===== src/rtl/lot_input_conditioner.sv =====
// Parking-lot front end: per-sensor 2-flop sync + debounce FSM, and a free-running 1 s tick.
// Entry/exit channels emit an acceptance pulse; the pay channel exposes its debounced level.

module lot_deb_chan #(
  parameter int DEB_CYCLES = 1_000_000,
  parameter bit PULSE      = 1'b1
) (
  input  logic clk,
  input  logic rst_n,
  input  logic raw,
  output logic q
);
  localparam int CW = $clog2(DEB_CYCLES);
  localparam logic [CW-1:0] LAST = CW'(DEB_CYCLES - 1);

  typedef enum logic [1:0] {IDLE, CONFIRM_HI, HELD, CONFIRM_LO} state_t;

  state_t        state;
  logic [CW-1:0] cnt;
  logic [1:0]    sync;
  logic          samp;
  logic          deb;
  logic          rise;

  assign samp = sync[1];
  assign q    = PULSE ? rise : deb;

  // deb and rise update on the same edge the FSM enters/leaves HELD
  always_ff @(posedge clk or negedge rst_n) begin
    if (!rst_n) begin
      sync  <= '0;
      state <= IDLE;
      cnt   <= '0;
      deb   <= 1'b0;
      rise  <= 1'b0;
    end else begin
      sync <= {sync[0], raw};
      rise <= 1'b0;
      case (state)
        IDLE: if (samp) begin
          state <= CONFIRM_HI;
          cnt   <= CW'(1);
        end
        CONFIRM_HI: begin
          if (!samp) begin
            state <= IDLE;
            cnt   <= '0;
          end else if (cnt == LAST) begin
            state <= HELD;
            cnt   <= '0;
            deb   <= 1'b1;
            rise  <= 1'b1;
          end else begin
            cnt <= cnt + 1'b1;
          end
        end
        HELD: if (!samp) begin
          state <= CONFIRM_LO;
          cnt   <= CW'(1);
        end
        CONFIRM_LO: begin
          if (samp) begin
            state <= HELD;
            cnt   <= '0;
          end else if (cnt == LAST) begin
            state <= IDLE;
            cnt   <= '0;
            deb   <= 1'b0;
          end else begin
            cnt <= cnt + 1'b1;
          end
        end
        default: begin
          state <= IDLE;
          cnt   <= '0;
        end
      endcase
    end
  end
endmodule

module lot_input_conditioner #(
  parameter int DEB_CYCLES = 1_000_000,
  parameter int TICK_DIV   = 100_000_000
) (
  input  logic clk,
  input  logic reset,
  input  logic ent_raw,
  input  logic exit_raw,
  input  logic pay_raw,
  output logic Ent_Sens,
  output logic Exit_Sens,
  output logic paid_stat,
  output logic Tick_1
);
  localparam int NUM_CH = 3;
  localparam logic [NUM_CH-1:0] PULSE_MASK = 3'b011;
  localparam int TW = $clog2(TICK_DIV);
  localparam logic [TW-1:0] TLAST = TW'(TICK_DIV - 1);

  logic [NUM_CH-1:0] raw_v;
  logic [NUM_CH-1:0] ch_q;
  logic [TW-1:0]     tcnt;

  assign raw_v = {pay_raw, exit_raw, ent_raw};

  for (genvar c = 0; c < NUM_CH; c++) begin : g_ch
    lot_deb_chan #(
      .DEB_CYCLES (DEB_CYCLES),
      .PULSE      (PULSE_MASK[c])
    ) u_chan (
      .clk   (clk),
      .rst_n (reset),
      .raw   (raw_v[c]),
      .q     (ch_q[c])
    );
  end

  always_ff @(posedge clk or negedge reset) begin
    if (!reset) begin
      Ent_Sens  <= 1'b0;
      Exit_Sens <= 1'b0;
      paid_stat <= 1'b0;
    end else begin
      Ent_Sens  <= ch_q[0];
      Exit_Sens <= ch_q[1];
      paid_stat <= ch_q[2];
    end
  end

  // Tick fires the cycle after the counter sits at its last value
  always_ff @(posedge clk or negedge reset) begin
    if (!reset) begin
      tcnt   <= '0;
      Tick_1 <= 1'b0;
    end else begin
      tcnt   <= (tcnt == TLAST) ? '0 : tcnt + 1'b1;
      Tick_1 <= (tcnt == TLAST);
    end
  end
endmodule


===== config.mk =====
export PLATFORM = sky130hd
export DESIGN_NAME = lot_input_conditioner
export DESIGN_NICKNAME = d
export VERILOG_FILES = /design/src/rtl/lot_input_conditioner.sv
export SDC_FILE = /design/constraint.sdc
export NUM_CORES = 1
export LEC_CHECK = 0
export BUFFER_PORTS_ARGS = -buffer_cell sky130_fd_sc_hd__buf_2
export CELL_PAD_IN_SITES_DETAIL_PLACEMENT = 0
export CELL_PAD_IN_SITES_GLOBAL_PLACEMENT = 2
export CORE_MARGIN = 2
export CORE_UTILIZATION = 41
export DETAILED_ROUTE_END_ITERATION = 6
export PLACE_DENSITY_LB_ADDON = 0.2
export SYNTH_ARGS = -nofsm -noshare
export SYNTH_HDL_FRONTEND = slang
export SYNTH_SLANG_ARGS = --single-unit
export TNS_END_PERCENT = 1

===== constraint.sdc =====
create_clock -name clk -period 2.76 [get_ports clk]
set_input_delay 0.414 -clock clk [delete_from_list [all_inputs] [get_ports clk]]
set_output_delay 0.414 -clock clk [all_outputs]
set_load 0.02 [all_outputs]

# Word level (Yosys, flattened, before mapping)

Index checks and enable logic that the tools add are counted.

Word-level logic and storage cells: 112
Bits in registers: 106
Output and inout port bits: 4

Reductions and logical operators: 11
Equality and inequality tests: 29
$add $sub $neg: 4
Multiplexer cells: 51

Operators with widths:

| operator                                                               | count |
|---|---|
| 20-bit two-way mux                                                     | 15 |
| 20-bit case mux with 4 select lines                                    | 3 |
| 20-bit by 1-bit adder with 20-bit output (second input constant)       | 3 |
| 20-bit equality test (second input constant)                           | 3 |
| 2-bit two-way mux                                                      | 18 |
| 27-bit by 1-bit adder with 27-bit output (second input constant)       | 1 |
| 27-bit equality test (second input constant)                           | 1 |
| 27-bit two-way mux                                                     | 1 |
| 2-bit case mux with 4 select lines                                     | 3 |
| 2-bit equality test (second input constant)                            | 6 |
| 2-bit by 1-bit != test with 1-bit output (second input constant)       | 6 |
| 4-bit AND reduction                                                    | 3 |
| 1-bit two-way mux                                                      | 10 |
| 3-bit by 1-bit != test with 1-bit output (second input constant)       | 3 |
| 3-bit != test (second input constant)                                  | 3 |
| 2-bit != test (second input constant)                                  | 4 |
| 2-bit by 1-bit equality test with 1-bit output (second input constant) | 3 |
| 2-bit zero test                                                        | 3 |
| 2-bit AND reduction                                                    | 3 |
| 5-bit AND reduction                                                    | 1 |
| 1-bit case mux with 2 select lines                                     | 1 |
| 2-bit nonzero test                                                     | 1 |

# Longest topological paths before layout

Gate-level depths: netlist of the first run.

Depth in word-level cells: 4
Mapped depth: 9
Depth with buffers taken out: 6

# Cells and area by module

A second synthesis of the first run with hierarchy kept.

Cell total of the unflattened synthesis: 585
Area, all modules: 5520.3 um2

Modules (own cells, without submodules):

| module                             | instances | cells each | area an instance (um2) | sequential area each (um2) |
|---|---|---|---|---|
| lot_deb_chan at g_ch[0].u_chan ... | 2         | 147        | 1360.1                 | 625.6 |
| lot_input_conditioner              | 1         | 146        | 1458.9                 | 775.7 |
| lot_deb_chan at g_ch[2].u_chan     | 1         | 145        | 1341.3                 | 625.6 |

# Worst setup path after synthesis of the first run

Ideal clock, no wire load.

Path type: register to register
Start: reg g_ch[2].u_chan.cnt[0]
End: reg g_ch[2].u_chan.cnt[2]
Buffers on the path: 3
Data required time: 2639 ps
Cell stages (with the launch flop): 9
Arrival time: 1944 ps
Period minus slack after synthesis: 2065 ps
Setup slack: 695 ps
Cell sequence: dfrtp_1 ha_1 nand2_1 or3_1 buf_6 o311a_1 buf_6 buf_6 a22o_1

Cells in the longest elaborated chain, start to end: 4

Ends and longest elaborated chain:

| what                                                                             | line   | RTL |
|---|---|---|
| from (decl)                                                                      | 19     | `logic [CW-1:0] cnt;` |
| from (signal assigned)                                                           | 54     | `cnt <= cnt + 1'b1;` |
| from (signal assigned)                                                           | 70     | `cnt <= cnt + 1'b1;` |
| 20-bit by 1-bit adder with 20-bit output or 20-bit equality test (tied branches) | -      |  |
| 20-bit two-way mux *                                                             | 48, 65 |  |
| 20-bit two-way mux, on equally long branches                                     | 62, 45 |  |
| 20-bit case mux with 4 select lines *                                            | 39     | `case (state)` |

Every way passes the cells marked *; elsewhere a longest branch is shown, timed or not.
A chain may end at the register's enable or synchronous reset.

# Worst setup path after layout of the first run

Start: reg g_ch[2].u_chan.cnt[0]
End: reg g_ch[2].u_chan.cnt[4]

Same word-level chain as after synthesis.

==> results.sh, run 1 <==
export IMPL_status="complete, no violations"
export IMPL_cts_tree="done"
export IMPL_netlist_area_mm2=0.00526
export IMPL_worstPathMaxFanout=21
export IMPL_rsz0062_at_grt="no"
export IMPL_p_comb_share_pct=24.8
export IMPL_tns_ns=0
export IMPL_p_int_w=0.00278
export IMPL_cts_setup_buffers=0
export IMPL_clk_latency_ns=0.36
export IMPL_cts_hold_buf=0
export IMPL_coreArea_mm2=0.0126
export IMPL_cts_root_buf="clkbuf_16"
export IMPL_hp_class="input pin to asynchronous set/reset pin"
export IMPL_mostFrequentLayoutCells="dfrtp_1 (106), nand2_1 (56), nor2_1 (46), a31oi_1 (38), nand3_1 (36)"
export IMPL_tightest_slew_ns=0.795
export IMPL_gr_usage_all_layers_pct=17.2
export IMPL_cp_start_kind="flip-flop"
export IMPL_slew_headroom_pct=46.8
export IMPL_place_congestion=0.732
export IMPL_antenna_found_initial=0
export IMPL_die_area_mm2=0.0137
export IMPL_async_flop_share_pct=100
export IMPL_sw_frac_of_total_pct=32.9
export IMPL_synth_area_per_cell_um2=9.70
export IMPL_path_buf_inv=0
export IMPL_yosys_area_top_type_share_pct=50.5
export IMPL_drc=0
export IMPL_ys_warn_count=0
export IMPL_clock_skew_ns=0.00835
export IMPL_irDropWorstVdd_v=0.000468
export IMPL_synth_cell_types=57
export IMPL_synth_net_count=551
export IMPL_worstPathRequired_ns=3.00
export IMPL_synth_area_leaders="dfrtp_1 (50%), a31oi_1 (4.5%), nand2_1 (4.0%), nand3_1 (3.4%), nor2_1 (3.3%)"
export IMPL_cts_htree_levels=3
export IMPL_fin_crit_sh_pct=86.8
export IMPL_clock_sink_count=106
export IMPL_wl_um=10800
export IMPL_ant_nets=0
export IMPL_fin_util_pct=46.4
export IMPL_port_buffers=8
export IMPL_drt_pass1_iter_count=4
export IMPL_path_class="flip-flop to flip-flop"
export IMPL_endpoint_kind="flip-flop"
export IMPL_clkPwrFrac_pct=32.0
export IMPL_fin_ws_ns=0.364
export IMPL_cp_common_cell="a21o_1"
export IMPL_postSynthCellCount=542
export IMPL_post_cts_resized=0
export IMPL_grt_max_degree=46
export IMPL_final_common_cell="dfrtp_1"
export IMPL_top_usage_layer="met2"
export IMPL_final_hold_viol_count=0
export IMPL_critical_path_slowest_cell="o311a_1"
export IMPL_nFillCells=1206
export IMPL_drv_slew=0
export IMPL_synthFlopType="dfrtp_1"
export IMPL_grt_util_met2_pct=26.1
export IMPL_insertedDiodeCount=0
export IMPL_dp_slack_ns=0.371
export IMPL_setup_viol=0
export IMPL_grt_pass1_vias=3777
export IMPL_period_needed_ns=2.40
export IMPL_grt_remaining_overflow=0
export IMPL_die_w_um=117
export IMPL_die_height_um=117
export IMPL_synth_edff_count=0
export IMPL_pin_count=9
export IMPL_vias_per_cell=5.50
export IMPL_cp_top_family="compound AO/OA/AOI/OAI gates"
export IMPL_ys_seq_elements=106
export IMPL_nets=567
export IMPL_crit_chain="ha_1 > nand2_1 > or3_1 > o311a_1 > a21o_1 > a21o_1"
export IMPL_p_per_area_mw_per_mm2=710
export IMPL_clock_fmax_mhz=417
export IMPL_arrival_ns=2.64
export IMPL_drive_gt1_share_pct=9.43
export IMPL_p_leak_nw=2.48
export IMPL_rows=41
export IMPL_syn2layout_area_growth_pct=11.0
export IMPL_clockBufferDepth=2
export IMPL_wl_per_cell_um=14.7
export IMPL_clk_pin_slew_ns=0.07
export IMPL_grt_pass1_wl_um=18500
export IMPL_grt_util_met1_pct=24.0
export IMPL_cap_viol_max_count=0
export IMPL_seq_power_share_pct=43.2
export IMPL_max_stage_delay_ns=0.63
export IMPL_start_util_pct=41.8
export IMPL_ys_seq_area_share_pct=50.5
export IMPL_use_met3_pct=4.63
export IMPL_cts_buffers=9
export IMPL_first_iter_violations=243
export IMPL_yosys_area_top_type="dfrtp_1"
export IMPL_hpwl_um=7330
export IMPL_num_vias=4037
export IMPL_switching_power_w=0.00136
## state kept, by name, summed over array words and instances, names as in the netlist, named ones only
signal and flops:
g_ch.u_chan.cnt 60, tcnt 27, g_ch.u_chan.sync 6, g_ch.u_chan.q 3, g_ch.u_chan.state 3, Ent_Sens 1
Exit_Sens 1, Tick_1 1, paid_stat 1
## power groups by stage
stage	registers, W	logic [W]	clock network, W
detailed placement	0.00182	0.00104	0
global route	0.00181	0.00117	0.00144
floorplan	0.00179	0.000810	0
finish	0.00179	0.00103	0.00132
global placement	0.00182	0.00101	0
CTS	0.00179	0.00104	0.00138
## stage by stage
step           hold WS [ns]  total power, W  cell area (µm²)  std cells
2_1_floorplan         0.118         0.00260             5260        542
3_3_place_gp          0.334         0.00283             5530        719
3_5_place_dp          0.338         0.00286             5530        719
4_1_cts              0.0908         0.00421             5840        734
5_1_grt               0.114         0.00443             5840        734
6_report             0.0717         0.00414             5840        734
## final cells by class
class | instances | area (µm²) | area share (%)
Clock inverter | 4 | 51.3 | 0.879
Clock buffer | 11 | 253 | 4.33
Inverter | 13 | 48.8 | 0.836
Timing Repair Buffer | 22 | 160 | 2.74
Sequential cell | 106 | 2650 | 45.4
Multi-Input combinational cell | 406 | 2460 | 42.1
Tap cell | 172 | 215 | 3.69
## path summary, 6_finish.rpt
kind / from / to / slack, ns / cells after the start
setup reg to reg: g_ch[2].u_chan.cnt[0] / g_ch[2].u_chan.cnt[4] / 0.36 / 6
min in group clk: exit_raw / g_ch[1].u_chan.sync[0] / 0.16 / 1
setup / recovery: g_ch[2].u_chan.cnt[0] / g_ch[2].u_chan.cnt[4] / 0.36 / 6
hold reg to reg: g_ch[1].u_chan.sync[0] / g_ch[1].u_chan.sync[1] / 0.36 / 0
hold / removal: reset / g_ch[2].u_chan.cnt[15] / 0.07 / 1
max in group asynchronous: reset / g_ch[1].u_chan.state[0] / 1.96 / 2
## Yosys cell counts, types with 2 or more instances
cell type / instances
or3_1: 5
a41oi_1: 5
or2b_1: 2
ha_1: 4
nand2_1: 56
and2_1: 8
a31oi_1: 38
and4b_1: 4
a21oi_1: 27
o21a_1: 4
nor3_1: 8
or4_1: 2
nor4_1: 12
nor2b_1: 5
and3_1: 8
o21ai_0: 23
buf_6: 4
o2bb2ai_1: 2
nand3b_1: 4
a21oi_2: 2
a21o_1: 9
nor4b_1: 2
nor4_2: 2
a21boi_0: 2
clkbuf_1: 10
dfrtp_1: 106
xor2_1: 19
a22o_1: 8
xnor2_1: 12
mux2_2: 3
nand4_1: 18
inv_1: 13
nand2b_1: 5
nand4b_1: 3
nor3b_1: 2
nor2_1: 46
and4_1: 2
or2_2: 3
nand3_1: 36
## routing by layer
| metal | vias up | share of wire (%) |
|---|---|---|
| met3 | 20 | 3.0 |
| met1 | 1955 | 51 |
| met5 | - | 0 |
| met4 | 0 | 1.8 |
| li1 | 2016 | - |
| met2 | 46 | 44 |
## cells by family (layout without fill, tap and decap cells)
kind of cell / Yosys count / after routing / share of synthesized area, %
and+or+nand+nor: 238 / 238 / 23.9
AOI/OAI and AO/OA: 129 / 129 / 15.8
DFF: 106 / 106 / 50.5
xor gates and xnor gates: 31 / 31 / 5.16
buffers and inverters: 30 / 50 / 2.83
adders and majority gates: 4 / 4 / 0.952
muxes: 4 / 4 / 0.833
Power figures use the tool's default switching activity.
==> inputs of run 2 (changes only) <==
Settings changed: CORE_ASPECT_RATIO set to 1.75, SLEW_MARGIN set to 5.
==> run 2 against run 1 <==
  * Final area shrank 0.75%
  * Via count is 1.9% higher
  * Hold slack worse by 0.021 ns
  * Wire length up 3.1%
  * Die area is 0.26% higher
  * Sequential cell count stayed put
  * Final cell count fell by 0.68%
  * Combinational power about the same
  * First-iteration DRC count decreased by 26%
  * Clock skew is 0.0026 ns higher
  * Critical path type unchanged
  * Sequential share of layout area increased by 0.34 points
  * Fmax grew 0.13%
==> results.sh, run 2 (same netlist as run 1, synthesis figures left out) <==
export IMPL_setup_viol=0
export IMPL_place_congestion=0.782
export IMPL_mostFrequentLayoutCells="dfrtp_1 (106), nand2_1 (56), nor2_1 (46), a31oi_1 (38), nand3_1 (36)"
export IMPL_clk_pin_slew_ns=0.07
export IMPL_cap_viol_max_count=0
export IMPL_regMostFlops="g_ch.u_chan.cnt"
export IMPL_multi_input_area_mm2=0.00246
export IMPL_grt_max_degree=46
export IMPL_rows=54
export IMPL_ff2ff_setup_slack_ns=0.37
export IMPL_coreArea_mm2=0.0125
export IMPL_met3WireLength_um=214
export IMPL_clock_skew_ns=0.0110
export IMPL_cts_root_buf="clkbuf_16"
export IMPL_grt_remaining_overflow=0
export IMPL_cts_htree_levels=3
export IMPL_clockBufferDepth=2
export IMPL_drc=0
export IMPL_pin_count=9
export IMPL_antenna_found_initial=0
export IMPL_startpoint="g_ch[2].u_chan.cnt[0]"
export IMPL_dr_wl_met2_um=5680
export IMPL_largest_register_ffs=60
export IMPL_path_class="flip-flop to flip-flop"
export IMPL_cts_buffers=9
export IMPL_r2r_cells=6
export IMPL_clk_latency_ns=0.35
export IMPL_syn2layout_area_growth_pct=10.2
export IMPL_p_leak_nw=2.45
export IMPL_top_regs="g_ch.u_chan.cnt (60), tcnt (27), g_ch.u_chan.sync (6)"
export IMPL_p_per_area_mw_per_mm2=702
export IMPL_post_cts_resized=0
export IMPL_place_area_mm2=0.00551
export IMPL_stdcell_area_mm2=0.00579
export IMPL_period_needed_ns=2.39
export IMPL_insertedDiodeCount=0
export IMPL_grt_pass1_wl_um=19600
export IMPL_port_buffers=8
export IMPL_wl_um=11100
export IMPL_rsz0062_at_grt="no"
export IMPL_highest_layer="met4"
export IMPL_start_util_pct=42.1
export IMPL_fin_crit_sh_pct=86.7
export IMPL_ant_nets=0
export IMPL_grt_pass1_vias=4069
export IMPL_worstPathRequired_ns=3.00
export IMPL_gr_usage_all_layers_pct=17.9
export IMPL_drive_gt1_share_pct=8.56
export IMPL_slew_headroom_pct=38.3
export IMPL_num_vias=4113
export IMPL_seqCellArea_mm2=0.00265
export IMPL_irDropWorstVdd_v=0.000525
export IMPL_worstPathMaxFanout=21
export IMPL_tightest_slew_ns=0.925
export IMPL_cts_tree="done"
export IMPL_vias_per_cell=5.64
export IMPL_die_area_mm2=0.0138
export IMPL_tns_ns=0
export IMPL_timing_rr_start="g_ch[2].u_chan.cnt[0]"
export IMPL_hpwl_um=7630
export IMPL_cp_start_kind="flip-flop"
export IMPL_nFillCells=1218
export IMPL_cts_setup_buffers=0
export IMPL_total_power_w=0.00407
export IMPL_nets=565
export IMPL_cts_hold_buf=0
export IMPL_endpoint_kind="flip-flop"
export IMPL_first_iter_violations=180
export IMPL_final_hold_viol_count=0
export IMPL_final_common_cell="dfrtp_1"
export IMPL_dp_cells=713
export IMPL_wl_per_cell_um=15.2
export IMPL_reg2reg_to="g_ch[2].u_chan.cnt[18]"
export IMPL_clock_fmax_mhz=418
export IMPL_hp_class="input pin to asynchronous set/reset pin"
export IMPL_wl_met1_um=4970
export IMPL_die_height_um=154
export IMPL_drv_slew=0
export IMPL_instances_no_fill=729
export IMPL_arrival_ns=2.63
export IMPL_drt_pass1_iter_count=4
export IMPL_status="complete, no violations"
export IMPL_clock_sink_count=106
export IMPL_die_w_um=89.6
[run 2: cell types whose count changed in the layout (fill, tap and decap cells not counted), sizes merged]
cell | before | now
clkbuf | 11 | 13
buf | 22 | 20
clkinvlp | 1 | 0
[run 2: critical path, cell delays in order (launching register included)]
cell	delay [ns]
dfrtp_1	0.42
ha_1	0.23
nand2_1	0.10
or3_1	0.48
o311a_1	0.63
a21o_1	0.26
a21o_1	0.17
[run 2: area by class of cell]
| type | count | area share [%] |
|---|---|---|
| Clock inverter | 3 | 0.691 |
| Inverter | 13 | 0.842 |
| Clock buffer | 13 | 4.15 |
| Sequential cell | 106 | 45.8 |
| Timing Repair Buffer | 20 | 2.51 |
| Multi-Input combinational cell | 406 | 42.4 |
| Tap cell | 168 | 3.63 |
[run 2: through the flow]
step / hold WS, ns / setup slack [ns] / utilization (%)
2_1_floorplan: 0.118 / 0.695 / -
3_3_place_gp: 0.337 / 0.419 / 44.1
3_5_place_dp: 0.337 / 0.391 / 44.1
4_1_cts: 0.0741 / 0.361 / 46.3
5_1_grt: 0.0931 / 0.200 / 46.3
6_report: 0.0503 / 0.367 / 46.3
[run 2: how the worst max path moves through the flow]
stage / to / slack (ns) / depth (start not counted)
floorplan: g_ch[2].u_chan.cnt[2] / 0.70 / 8
global placement: g_ch[2].u_chan.cnt[4] / 0.42 / 6
detailed placement: g_ch[2].u_chan.cnt[18] / 0.39 / 6
CTS: g_ch[2].u_chan.cnt[18] / 0.36 / 6
global route: g_ch[0].u_chan.cnt[16] / 0.20 / 7
finish: g_ch[2].u_chan.cnt[18] / 0.37 / 6
[run 2: where the power goes]
part           internal [W]  leakage [nW]  switching [W]
clock network      0.000703         0.138       0.000556
registers           0.00166          1.43       0.000133
logic              0.000356         0.889       0.000659
[run 2: metal layers]
layer	GRT usage (%)	vias up
li1	-	2017
met1	22.9	2027
met2	29.6	49
met3	3.11	20
met4	6.75	0
met5	0	-
==> inputs of run 3 (changes only) <==
--- a/config.mk
+++ b/config.mk
@@ -12,3 +12,4 @@
 export CORE_MARGIN = 2
-export CORE_UTILIZATION = 41
+export CORE_UTILIZATION = 43
+export CTS_BUF_LIST = sky130_fd_sc_hd__clkbuf_4 sky130_fd_sc_hd__clkbuf_8
 export DETAILED_ROUTE_END_ITERATION = 6
==> constraint.sdc (replaced) <==
create_clock -name clk -period 2.76 [get_ports clk]
set_input_delay 0.276 -clock clk [delete_from_list [all_inputs] [get_ports clk]]
set_output_delay 0.276 -clock clk [all_outputs]
set_load 0.02 [all_outputs]
==> run 3 against run 2 <==
  * Final cell count stayed put
  * Total power is 8.8% lower
  * Sequential cell count stayed put
  * Largest cell class unchanged
  * Count of clock-buffer cells in the layout is 3 lower
  * Wire length is 3.1% lower
==> results.sh, run 3 (same netlist as run 1, synthesis figures left out) <==
export IMPL_cts_tree="done"
export IMPL_hpwl_um=7450
export IMPL_cts_root_buf="clkbuf_8"
export IMPL_arrival_ns=2.64
export IMPL_dp_slack_ns=0.403
export IMPL_num_vias=4030
export IMPL_cts_buffers=9
export IMPL_ant_nets=0
export IMPL_clockBufferDepth=2
export IMPL_seqCellArea_mm2=0.00265
export IMPL_cp_common_cell="a21o_1"
export IMPL_antenna_found_initial=0
export IMPL_wl_um=10800
export IMPL_final_common_cell="dfrtp_1"
export IMPL_p_leak_nw=2.42
export IMPL_final_hold_viol_count=0
export IMPL_fin_ws_ns=0.384
export IMPL_instances_no_fill=729
export IMPL_die_w_um=87.6
export IMPL_die_height_um=150
export IMPL_worstPathRequired_ns=3.03
export IMPL_grt_pass1_wl_um=18900
export IMPL_wl_per_cell_um=14.8
export IMPL_status="complete, no violations"
export IMPL_regMostFlops="g_ch.u_chan.cnt"
export IMPL_dp_cells=710
export IMPL_vias_per_cell=5.53
export IMPL_mostFrequentLayoutCells="dfrtp_1 (106), nand2_1 (56), nor2_1 (46), a31oi_1 (38), nand3_1 (36)"
export IMPL_clock_sink_count=106
export IMPL_critical_path_slowest_cell="o311a_1"
export IMPL_first_iter_violations=128
export IMPL_drt_pass1_iter_count=4
export IMPL_largest_register_ffs=60
export IMPL_drv_slew=0
export IMPL_p_per_area_mw_per_mm2=649
export IMPL_clock_fmax_mhz=421
export IMPL_insertedDiodeCount=0
export IMPL_place_congestion=0.826
export IMPL_tightest_slew_ns=0.823
export IMPL_nets=569
export IMPL_irDropWorstVdd_v=0.000385
export IMPL_clk_pin_slew_ns=0.10
export IMPL_port_buffers=8
export IMPL_grt_remaining_overflow=0
export IMPL_clk_latency_ns=0.37
export IMPL_die_area_mm2=0.0132
export IMPL_setup_viol=0
export IMPL_period_needed_ns=2.38
export IMPL_start_util_pct=43.8
export IMPL_syn2layout_area_growth_pct=8.69
export IMPL_cts_htree_levels=3
export IMPL_cap_viol_max_count=0
export IMPL_drc=0
export IMPL_gr_usage_all_layers_pct=17.9
export IMPL_fin_crit_sh_pct=86.1
export IMPL_path_class="flip-flop to flip-flop"
export IMPL_tns_ns=0
export IMPL_rows=53
export IMPL_clock_skew_ns=0.00782
export IMPL_grt_pass1_vias=4049
export IMPL_multi_input_area_mm2=0.00246
export IMPL_nFillCells=1165
export IMPL_ff2ff_setup_slack_ns=0.38
export IMPL_slew_headroom_pct=44.6
export IMPL_max_stage_delay_ns=0.63
export IMPL_hp_class="flip-flop to flip-flop"
export IMPL_crit_chain="ha_1 > nand2_1 > or3_1 > o311a_1 > a21o_1 > a21o_1"
export IMPL_cp_start_kind="flip-flop"
export IMPL_coreArea_mm2=0.0120
export IMPL_drive_gt1_share_pct=9.04
export IMPL_cts_setup_buffers=0
export IMPL_grt_max_degree=55
export IMPL_worstPathMaxFanout=21
export IMPL_endpoint_kind="flip-flop"
export IMPL_hold_slack_ns=0.358
export IMPL_pin_count=9
export IMPL_top_regs="g_ch.u_chan.cnt (60), tcnt (27), g_ch.u_chan.sync (6)"
export IMPL_rsz0062_at_grt="no"
==> run 3: critical path: cells and delay by family (launching register included) <==
family	cells	cell delay (ns)
AND/OR/NAND/NOR	2	0.57
adder cells (fa/ha/maj)	1	0.22
flip-flops	1	0.44
AO/OA/AOI/OAI	3	1.04
==> run 3: worst paths after layout <==
check,from,to,cells after the start
setup reg to reg,g_ch[2].u_chan.cnt[0],g_ch[2].u_chan.cnt[18],6
min in group asynchronous,reset,Tick_1,2
max in group asynchronous,reset,g_ch[2].u_chan.cnt[13],3
hold reg to reg,g_ch[1].u_chan.sync[0],g_ch[1].u_chan.sync[1],0
setup / recovery,g_ch[2].u_chan.cnt[0],g_ch[2].u_chan.cnt[18],6
hold / removal,g_ch[1].u_chan.sync[0],g_ch[1].u_chan.sync[1],0
==> run 3: final cells by class <==
type	instances	area share, %
Sequential cell	106	46.4
Clock buffer	10	2.41
Inverter	13	0.854
Tap cell	165	3.61
Multi-Input combinational cell	406	43.0
Timing Repair Buffer	24	3.02
Clock inverter	5	0.701
==> run 3: timing repair <==
action / in CTS / in global routing
endpoints found under the hold margin: 54 / 0
hold buffers: 4 / 0
resized for setup: 0 / 0
==> run 3: through the flow <==
| step | utilization [%] | total power, W | cell area [µm²] |
|---|---|---|---|
| CTS | 47.6 | 0.00377 | 5710 |
| global route | 47.6 | 0.00398 | 5710 |
| detailed placement | 45.8 | 0.00285 | 5500 |
| global placement | 45.8 | 0.00282 | 5500 |
| finish | 47.6 | 0.00371 | 5710 |
| floorplan | - | 0.00260 | 5260 |
==> run 3: metal layers <==
layer	GRT usage, %	part of all wire, %	vias to the layer above
met2	31.3	51	28
met5	0	0	-
li1	-	-	2015
met1	22.0	45	1972
met3	2.80	1.5	15
met4	6.54	1.8	0
==> run 3: report_power, final <==
group | internal, W | leakage, nW | switching [W]
Sequential | 0.00166 | 1.43 | 0.000135
Clock | 0.000355 | 0.0863 | 0.000551
Combinational | 0.000365 | 0.901 | 0.000645
Total | 0.00238 | 2.42 | 0.00133
